--- src/rtl/abc_stimulus_sequencer.sv ---
// Stimulus sequencer for 3-input gate blocks: sweeps every code 0..2^WIDTH-1, holding each for HOLD_CYCLES clocks.
// Optional per-pattern truth-table capture of x_in is enabled by defining SEQ_CAPTURE_EN.
module abc_stimulus_sequencer #(
    parameter int WIDTH       = 3,
    parameter int HOLD_CYCLES = 10
) (
    input  logic                  clk,
    input  logic                  rst_n,
    input  logic                  start,
    input  logic                  abort,
    input  logic                  x_in,
    output logic [WIDTH-1:0]      pattern,
    output logic                  valid,
    output logic                  sample,
    output logic                  busy,
    output logic                  done,
    output logic [2**WIDTH-1:0]   x_table
);

    localparam int                CNT_W     = $clog2(HOLD_CYCLES + 1);
    localparam logic [WIDTH-1:0]  LAST_CODE = {WIDTH{1'b1}};
    localparam logic [CNT_W-1:0]  HOLD_LAST = CNT_W'(HOLD_CYCLES - 1);

    typedef enum logic [1:0] {
        ST_IDLE = 2'd0,
        ST_RUN  = 2'd1,
        ST_DONE = 2'd2
    } state_t;

    state_t           state_q, state_d;
    logic [WIDTH-1:0] pattern_q, pattern_d;
    logic [CNT_W-1:0] hold_cnt_q, hold_cnt_d;
    logic             window_end;
    logic             launch;

    assign window_end = (state_q == ST_RUN) && (hold_cnt_q == HOLD_LAST);
    assign launch     = (state_q == ST_IDLE) && start && !abort;

    always_comb begin
        state_d    = state_q;
        pattern_d  = pattern_q;
        hold_cnt_d = hold_cnt_q;
        case (state_q)
            ST_IDLE: begin
                pattern_d  = '0;
                hold_cnt_d = '0;
                if (launch) begin
                    state_d = ST_RUN;
                end
            end
            ST_RUN: begin
                if (window_end) begin
                    hold_cnt_d = '0;
                    // The final code is held through DONE instead of wrapping to 0.
                    if (pattern_q == LAST_CODE) begin
                        state_d = ST_DONE;
                    end else begin
                        pattern_d = pattern_q + 1'b1;
                    end
                end else begin
                    hold_cnt_d = hold_cnt_q + 1'b1;
                end
            end
            ST_DONE: begin
                state_d    = ST_IDLE;
                pattern_d  = '0;
                hold_cnt_d = '0;
            end
            default: begin
                state_d    = ST_IDLE;
                pattern_d  = '0;
                hold_cnt_d = '0;
            end
        endcase
        if (abort) begin
            state_d    = ST_IDLE;
            pattern_d  = '0;
            hold_cnt_d = '0;
        end
    end

    always_ff @(posedge clk or negedge rst_n) begin
        if (!rst_n) begin
            state_q    <= ST_IDLE;
            pattern_q  <= '0;
            hold_cnt_q <= '0;
        end else begin
            state_q    <= state_d;
            pattern_q  <= pattern_d;
            hold_cnt_q <= hold_cnt_d;
        end
    end

    assign pattern = pattern_q;
    assign valid   = (state_q == ST_RUN);
    assign busy    = (state_q == ST_RUN);
    assign sample  = window_end;
    assign done    = (state_q == ST_DONE);

`ifdef SEQ_CAPTURE_EN
    logic [2**WIDTH-1:0] x_table_q, x_table_d;

    // An abort on the sampling edge leaves the table untouched.
    always_comb begin
        x_table_d = x_table_q;
        if (launch) begin
            x_table_d = '0;
        end else if (window_end && !abort) begin
            x_table_d[pattern_q] = x_in;
        end
    end

    always_ff @(posedge clk or negedge rst_n) begin
        if (!rst_n) begin
            x_table_q <= '0;
        end else begin
            x_table_q <= x_table_d;
        end
    end

    assign x_table = x_table_q;
`else
    logic unused_x_in;

    assign unused_x_in = x_in;
    assign x_table     = '0;
`endif

endmodule

--- config.mk ---
export PLATFORM = sky130hd
export DESIGN_NAME = abc_stimulus_sequencer
export DESIGN_NICKNAME = d
export VERILOG_FILES = /design/src/rtl/abc_stimulus_sequencer.sv
export SDC_FILE = /design/constraint.sdc
export NUM_CORES = 1
export LEC_CHECK = 0
export ABC_AREA = 1
export BUFFER_PORTS_ARGS = -buffer_cell sky130_fd_sc_hd__buf_2
export CAP_MARGIN = 30
export CORE_UTILIZATION = 43
export DETAILED_ROUTE_END_ITERATION = 16
export GPL_TIMING_DRIVEN = 0
export PLACE_DENSITY_LB_ADDON = 0.12
export SLEW_MARGIN = 10
export SYNTH_ARGS = -nofsm -noshare
export SYNTH_HDL_FRONTEND = slang
export SYNTH_SLANG_ARGS = --single-unit
--- constraint.sdc ---
create_clock -name clk -period 2.4 [get_ports clk]
set_input_delay 0.36 -clock clk [delete_from_list [all_inputs] [get_ports clk]]
set_output_delay 0.36 -clock clk [all_outputs]
set_load 0.01 [all_outputs]
Word level (Yosys, flattened, before mapping)
Index checks and enable logic that the tools add are counted.
Storage, ports and cells
  output and inout port bits: 15
  register bits after elaboration: 9
  logic and storage cells: 32
  bits of input ports: 5
Operators by class
  equality and inequality tests: 8
  multiplexer cells: 12
  add/subtract/negate cells: 2
  reduce and logical (&&, ||, !) cells: 7
Operator list (count)
  3-bit two-way mux: 4
  4-bit two-way mux: 3
  3-bit != test (second input constant): 3
  2-bit two-way mux: 4
  4-bit by 1-bit adder with 4-bit output (second input constant): 1
  4-bit == test (second input constant): 1
  2-bit case mux with 2 select lines: 1
  3-bit by 1-bit adder with 3-bit output (second input constant): 1
  3-bit == test (second input constant): 1
  1-bit logical AND: 3
  3-bit by 2-bit != test with 1-bit output (second input constant): 1
  3-bit AND reduction: 1
  2-bit by 1-bit == test with 1-bit output (second input constant): 1
  2-bit == test (second input constant): 1
  2-bit zero test: 1
  2-bit AND reduction: 1
  1-bit zero test: 1

Longest topological paths before layout
  depth after elaboration: 6
  depth in mapped cells: 8
  depth with buffers taken out: 8

Worst setup path before layout
Ideal clock, no wire load.
  path type: register -> output
  start point: reg hold_cnt_q[1]
  end point: out sample
  cell stages (with the launch flop): 7
  arrival: 0.993 ns
  slack: 1.047 ns
  buffers on the path: 0
  required time: 2.040 ns
  cells stage by stage: dfrtp_1 > inv_1 > ha_1 > nand2_1 > nor2_4 > inv_1 > nor2_1
On the way
  longest elaborated chain between the ends: 2
Ends and longest elaborated chain
  start: declaration: line 32  | logic [CNT_W-1:0] hold_cnt_q, hold_cnt_d;
  start signal: assignment: line 90  | hold_cnt_q <= hold_cnt_d;
  4-bit == test: line 36  | assign window_end = (state_q == ST_RUN) && (hold_cnt_q == HOLD_LAST);
  1-bit logical AND: line 36
  end: declaration: line 14  | output logic sample,
Every way passes these cells.

Final worst setup path
Same ends and word-level chain as after synthesis.

==> impl_results.html <==
<table>
<tr><th>Metric</th><th>Value</th></tr>
<tr><th colspan="2">Die</th></tr>
<tr><td>Area of the die</td><td>0.00147 sq mm</td></tr>
<tr><td>Site row count</td><td>12</td></tr>
<tr><td>Area of the core</td><td>0.00117 sq mm</td></tr>
<tr><td>Initial Util</td><td>48.5%</td></tr>
<tr><td>Chip Height</td><td>38.3 um</td></tr>
<tr><td>Number of top-level pins</td><td>20</td></tr>
<tr><td>Die span in x</td><td>38.3 um</td></tr>
<tr><th colspan="2">Synth</th></tr>
<tr><td>Number of enable-type register cells in the synthesized netlist</td><td>0</td></tr>
<tr><td>Total standard cell area after synthesis</td><td>568 sq um</td></tr>
<tr><td>Average size of a mapped cell</td><td>8.35 sq um</td></tr>
<tr><td>Flip-flop and latch count after synthesis</td><td>9</td></tr>
<tr><td>Gate Count Post-Synth</td><td>68</td></tr>
<tr><td>Ys Warns</td><td>0</td></tr>
<tr><td>Post-synthesis cell type count</td><td>15</td></tr>
<tr><td>Flip-flop cell with the highest count after synthesis</td><td>sky130_fd_sc_hd__dfrtp_1</td></tr>
<tr><td>FFs w/ async S/R, synth</td><td>100%</td></tr>
<tr><td>Share of synthesized area occupied by flip-flops and latches</td><td>39.6%</td></tr>
<tr><th colspan="2">Power and ir drop</th></tr>
<tr><td>Cell area power density</td><td>513 mW/mm^2</td></tr>
<tr><td>Static leakage</td><td>0.417 nW</td></tr>
<tr><td>Power share of the combinational group</td><td>21.7%</td></tr>
<tr><td>Register share of total power</td><td>46.6%</td></tr>
<tr><td>Switch Pwr</td><td>101 uW</td></tr>
<tr><td>Share of total power in the clock network</td><td>31.7%</td></tr>
<tr><td>Net Sw Frac</td><td>28.1%</td></tr>
<tr><td>VDD IR-drop max</td><td>0.000303 V</td></tr>
<tr><td>Cell-internal power</td><td>257 uW</td></tr>
<tr><th colspan="2">Worst setup path</th></tr>
<tr><td>Critical path endpoint category</td><td>output port</td></tr>
<tr><td>Worst Path Max Fanout</td><td>5</td></tr>
<tr><td>Setup Crit Path Kind</td><td>reg2out</td></tr>
<tr><td>CP arrival</td><td>1.37 ns</td></tr>
<tr><td>Required time at the endpoint of the critical path</td><td>2.04 ns</td></tr>
<tr><td>Type of origin of the critical path</td><td>flip-flop</td></tr>
<tr><th colspan="2">CTS</th></tr>
<tr><td>H-Tree Depth</td><td>1</td></tr>
<tr><td>Quantity of gates resized following cts</td><td>0</td></tr>
<tr><td>Worst-path clk slew</td><td>0.06 ns</td></tr>
<tr><td>CTS root buffer</td><td>sky130_fd_sc_hd__clkbuf_4</td></tr>
<tr><td>TritonCTS clock tree</td><td>yes</td></tr>
<tr><td>Clock latency on the worst-skew pair</td><td>0.26 ns</td></tr>
<tr><td>Number of clock buffers inserted by TritonCTS</td><td>3</td></tr>
<tr><td>Hold bufs inserted after CTS</td><td>1</td></tr>
<tr><td>Post-CTS Setup Bufs</td><td>0</td></tr>
<tr><td>Max Buffers Root-to-Sink</td><td>2</td></tr>
<tr><td>Sink count of the clock tree</td><td>9</td></tr>
<tr><th colspan="2">Timing</th></tr>
<tr><td>Unrepaired setup endpoints after global routing</td><td>no</td></tr>
<tr><td>Final TNS setup</td><td>0 ns</td></tr>
<tr><td>Maximum clock skew at final layout</td><td>0.00175 ns</td></tr>
<tr><td>Achievable frequency</td><td>0.577 GHz</td></tr>
<tr><td>Fraction of the cycle the final worst path needs</td><td>72.2%</td></tr>
<tr><td>Number of max-slew violations in the final report</td><td>0</td></tr>
<tr><td>Final Hold Vio Count</td><td>0</td></tr>
<tr><td>Min Clock Period, post-route</td><td>1.73 ns</td></tr>
<tr><td>Number of failing setup endpoints in the final timing report</td><td>0</td></tr>
<tr><th colspan="2">Drt</th></tr>
<tr><td>Post-detailed-route DRC marker count</td><td>0</td></tr>
<tr><td>Via count</td><td>441</td></tr>
<tr><td>Detailed-route wire length per cell</td><td>8.61 um</td></tr>
<tr><td>Initial drt markers</td><td>0</td></tr>
<tr><td>DR pass1 iterations</td><td>1</td></tr>
<tr><td>Post-route antenna net violation count</td><td>0</td></tr>
<tr><td>Mean number of vias per cell</td><td>4.24</td></tr>
<tr><td>Post-Route WL</td><td>895 um</td></tr>
<tr><th colspan="2">Status</th></tr>
<tr><td>Status</td><td>finished, final reports clean</td></tr>
<tr><th colspan="2">Global route</th></tr>
<tr><td>Overall track demand over capacity in global routing</td><td>14.8%</td></tr>
<tr><td>First-pass GRT wire length</td><td>1390 um</td></tr>
<tr><td>Residual overflow from global routing</td><td>0</td></tr>
<tr><td>Largest net degree at the start of global routing</td><td>10</td></tr>
<tr><td>Via count of the first global-routing pass</td><td>357</td></tr>
<tr><td>Initial antenna violation count</td><td>0</td></tr>
<tr><th colspan="2">Placement</th></tr>
<tr><td>IO buf count</td><td>10</td></tr>
<tr><td>Placed cell areas</td><td>662 sq um</td></tr>
<tr><td>Post-DP HPWL</td><td>730 um</td></tr>
<tr><td>Gpl congestion</td><td>0.730</td></tr>
<tr><th colspan="2">Cells and area</th></tr>
<tr><td>Antenna Cells</td><td>0</td></tr>
<tr><td>Layout Nets</td><td>100</td></tr>
<tr><td>Area of all placed cells without fillers</td><td>698 sq um</td></tr>
<tr><td>Area growth, synth to finish</td><td>22.9%</td></tr>
<tr><td>Proportion of layout cells with a drive suffix above 1</td><td>30.0%</td></tr>
<tr><th colspan="2">Worst hold path</th></tr>
<tr><td>Worst min-delay path class</td><td>in2reg</td></tr>
<tr><th colspan="2">Run</th></tr>
<tr><td>Max-Cap Viols</td><td>0</td></tr>
</table>
## flip-flops by register name, summed over array words and instances, names as in the netlist
signal,count
state_q,2
pattern,3
hold_cnt_q,4
## power by group through the flow
stage / logic, mW / clock network (mW) / registers, mW
global placement: 0.0751 / 0 / 0.170
CTS: 0.0784 / 0.121 / 0.167
floorplan: 0.0572 / 0 / 0.169
finish: 0.0776 / 0.114 / 0.167
detailed placement: 0.0773 / 0 / 0.170
global route: 0.0870 / 0.127 / 0.168
## worst max-delay path, cell delays in order, from the launching register on
cell,delay [ns]
sky130_fd_sc_hd__dfrtp_1,0.39
sky130_fd_sc_hd__inv_1,0.06
sky130_fd_sc_hd__ha_1,0.13
sky130_fd_sc_hd__nand2_1,0.08
sky130_fd_sc_hd__nor2_4,0.15
sky130_fd_sc_hd__inv_1,0.10
sky130_fd_sc_hd__nor2_1,0.08
sky130_fd_sc_hd__buf_2,0.13
## layout make-up
| type | instances | area, sq um |
|---|---|---|
| tap | 14 | 17.5 |
| sequential | 9 | 225 |
| buffer | 9 | 67.6 |
| clock buffer | 4 | 26.3 |
| timing repair buffer | 11 | 60.1 |
| multi-input combinational | 47 | 264 |
| fill | 119 | 473 |
| inverter | 10 | 37.5 |
## through the flow
step / total power [mW] / util (%) / instances / worst slack [ns] / hold slack [ns]
floorplan: 0.226 / - / 75 / 1.05 / 0.0644
global placement: 0.245 / 56.5 / 99 / 0.941 / 0.223
detailed placement: 0.247 / 56.5 / 99 / 0.934 / 0.226
CTS: 0.366 / 59.6 / 104 / 0.641 / 0.377
global route: 0.382 / 59.6 / 104 / 0.579 / 0.405
finish: 0.358 / 59.6 / 104 / 0.666 / 0.379
## synthesized netlist by cell type, types with 2 or more instances
cell	n	area, sq um
sky130_fd_sc_hd__nor2_1	13	48.8
sky130_fd_sc_hd__nand2_2	3	18.8
sky130_fd_sc_hd__nand2_1	8	30.0
sky130_fd_sc_hd__dfrtp_1	9	225
sky130_fd_sc_hd__inv_1	10	37.5
sky130_fd_sc_hd__nand3b_1	2	15.0
sky130_fd_sc_hd__nand3_1	4	20.0
sky130_fd_sc_hd__buf_4	9	67.6
sky130_fd_sc_hd__ha_1	4	50.1
## cells in the final DEF, fill, tap and decap left out, drive strengths merged
| cell | instances |
|---|---|
| buf | 19 |
| dfrtp | 9 |
| xnor2 | 1 |
| nand3b | 2 |
| nand4 | 1 |
| nand2 | 11 |
| conb | 8 |
| nor2 | 15 |
| nand3 | 4 |
| ha | 4 |
| dlygate4sd3 | 1 |
| inv | 10 |
| clkbuf | 4 |
| a21oi | 1 |
## cell families after synthesis
logic type,share of synthesized area (%)
xor gates and xnor gates,1.54
DFF,39.6
buffers and inverters,18.5
and+or+nand+nor,30.0
other,0.660
adders and majority gates,8.81
AOI/OAI and AO/OA,0.880
## routing by layer
metal | up-vias | wire (um) | track usage [%]
li1 | 236 | - | -
met1 | 189 | 405 | 17.5
met2 | 14 | 421 | 22.0
met3 | 2 | 57 | 1.74
met4 | 0 | 10 | 15.5
met5 | - | 0 | 0
## worst paths after layout
kind / cells after the start / from / endpoint / slack (ns)
setup / recovery: 7 / hold_cnt_q[1] / sample / 0.67
hold / removal: 3 / start / state_q[0] / 0.38
setup reg to reg: 7 / pattern[0] / pattern[1] / 1.15
hold reg to reg: 1 / hold_cnt_q[0] / hold_cnt_q[0] / 0.49
max in group asynchronous: 2 / rst_n / pattern[2] / 1.74
min in group asynchronous: 2 / rst_n / pattern[1] / 0.48
Power figures use the tool's default switching activity.
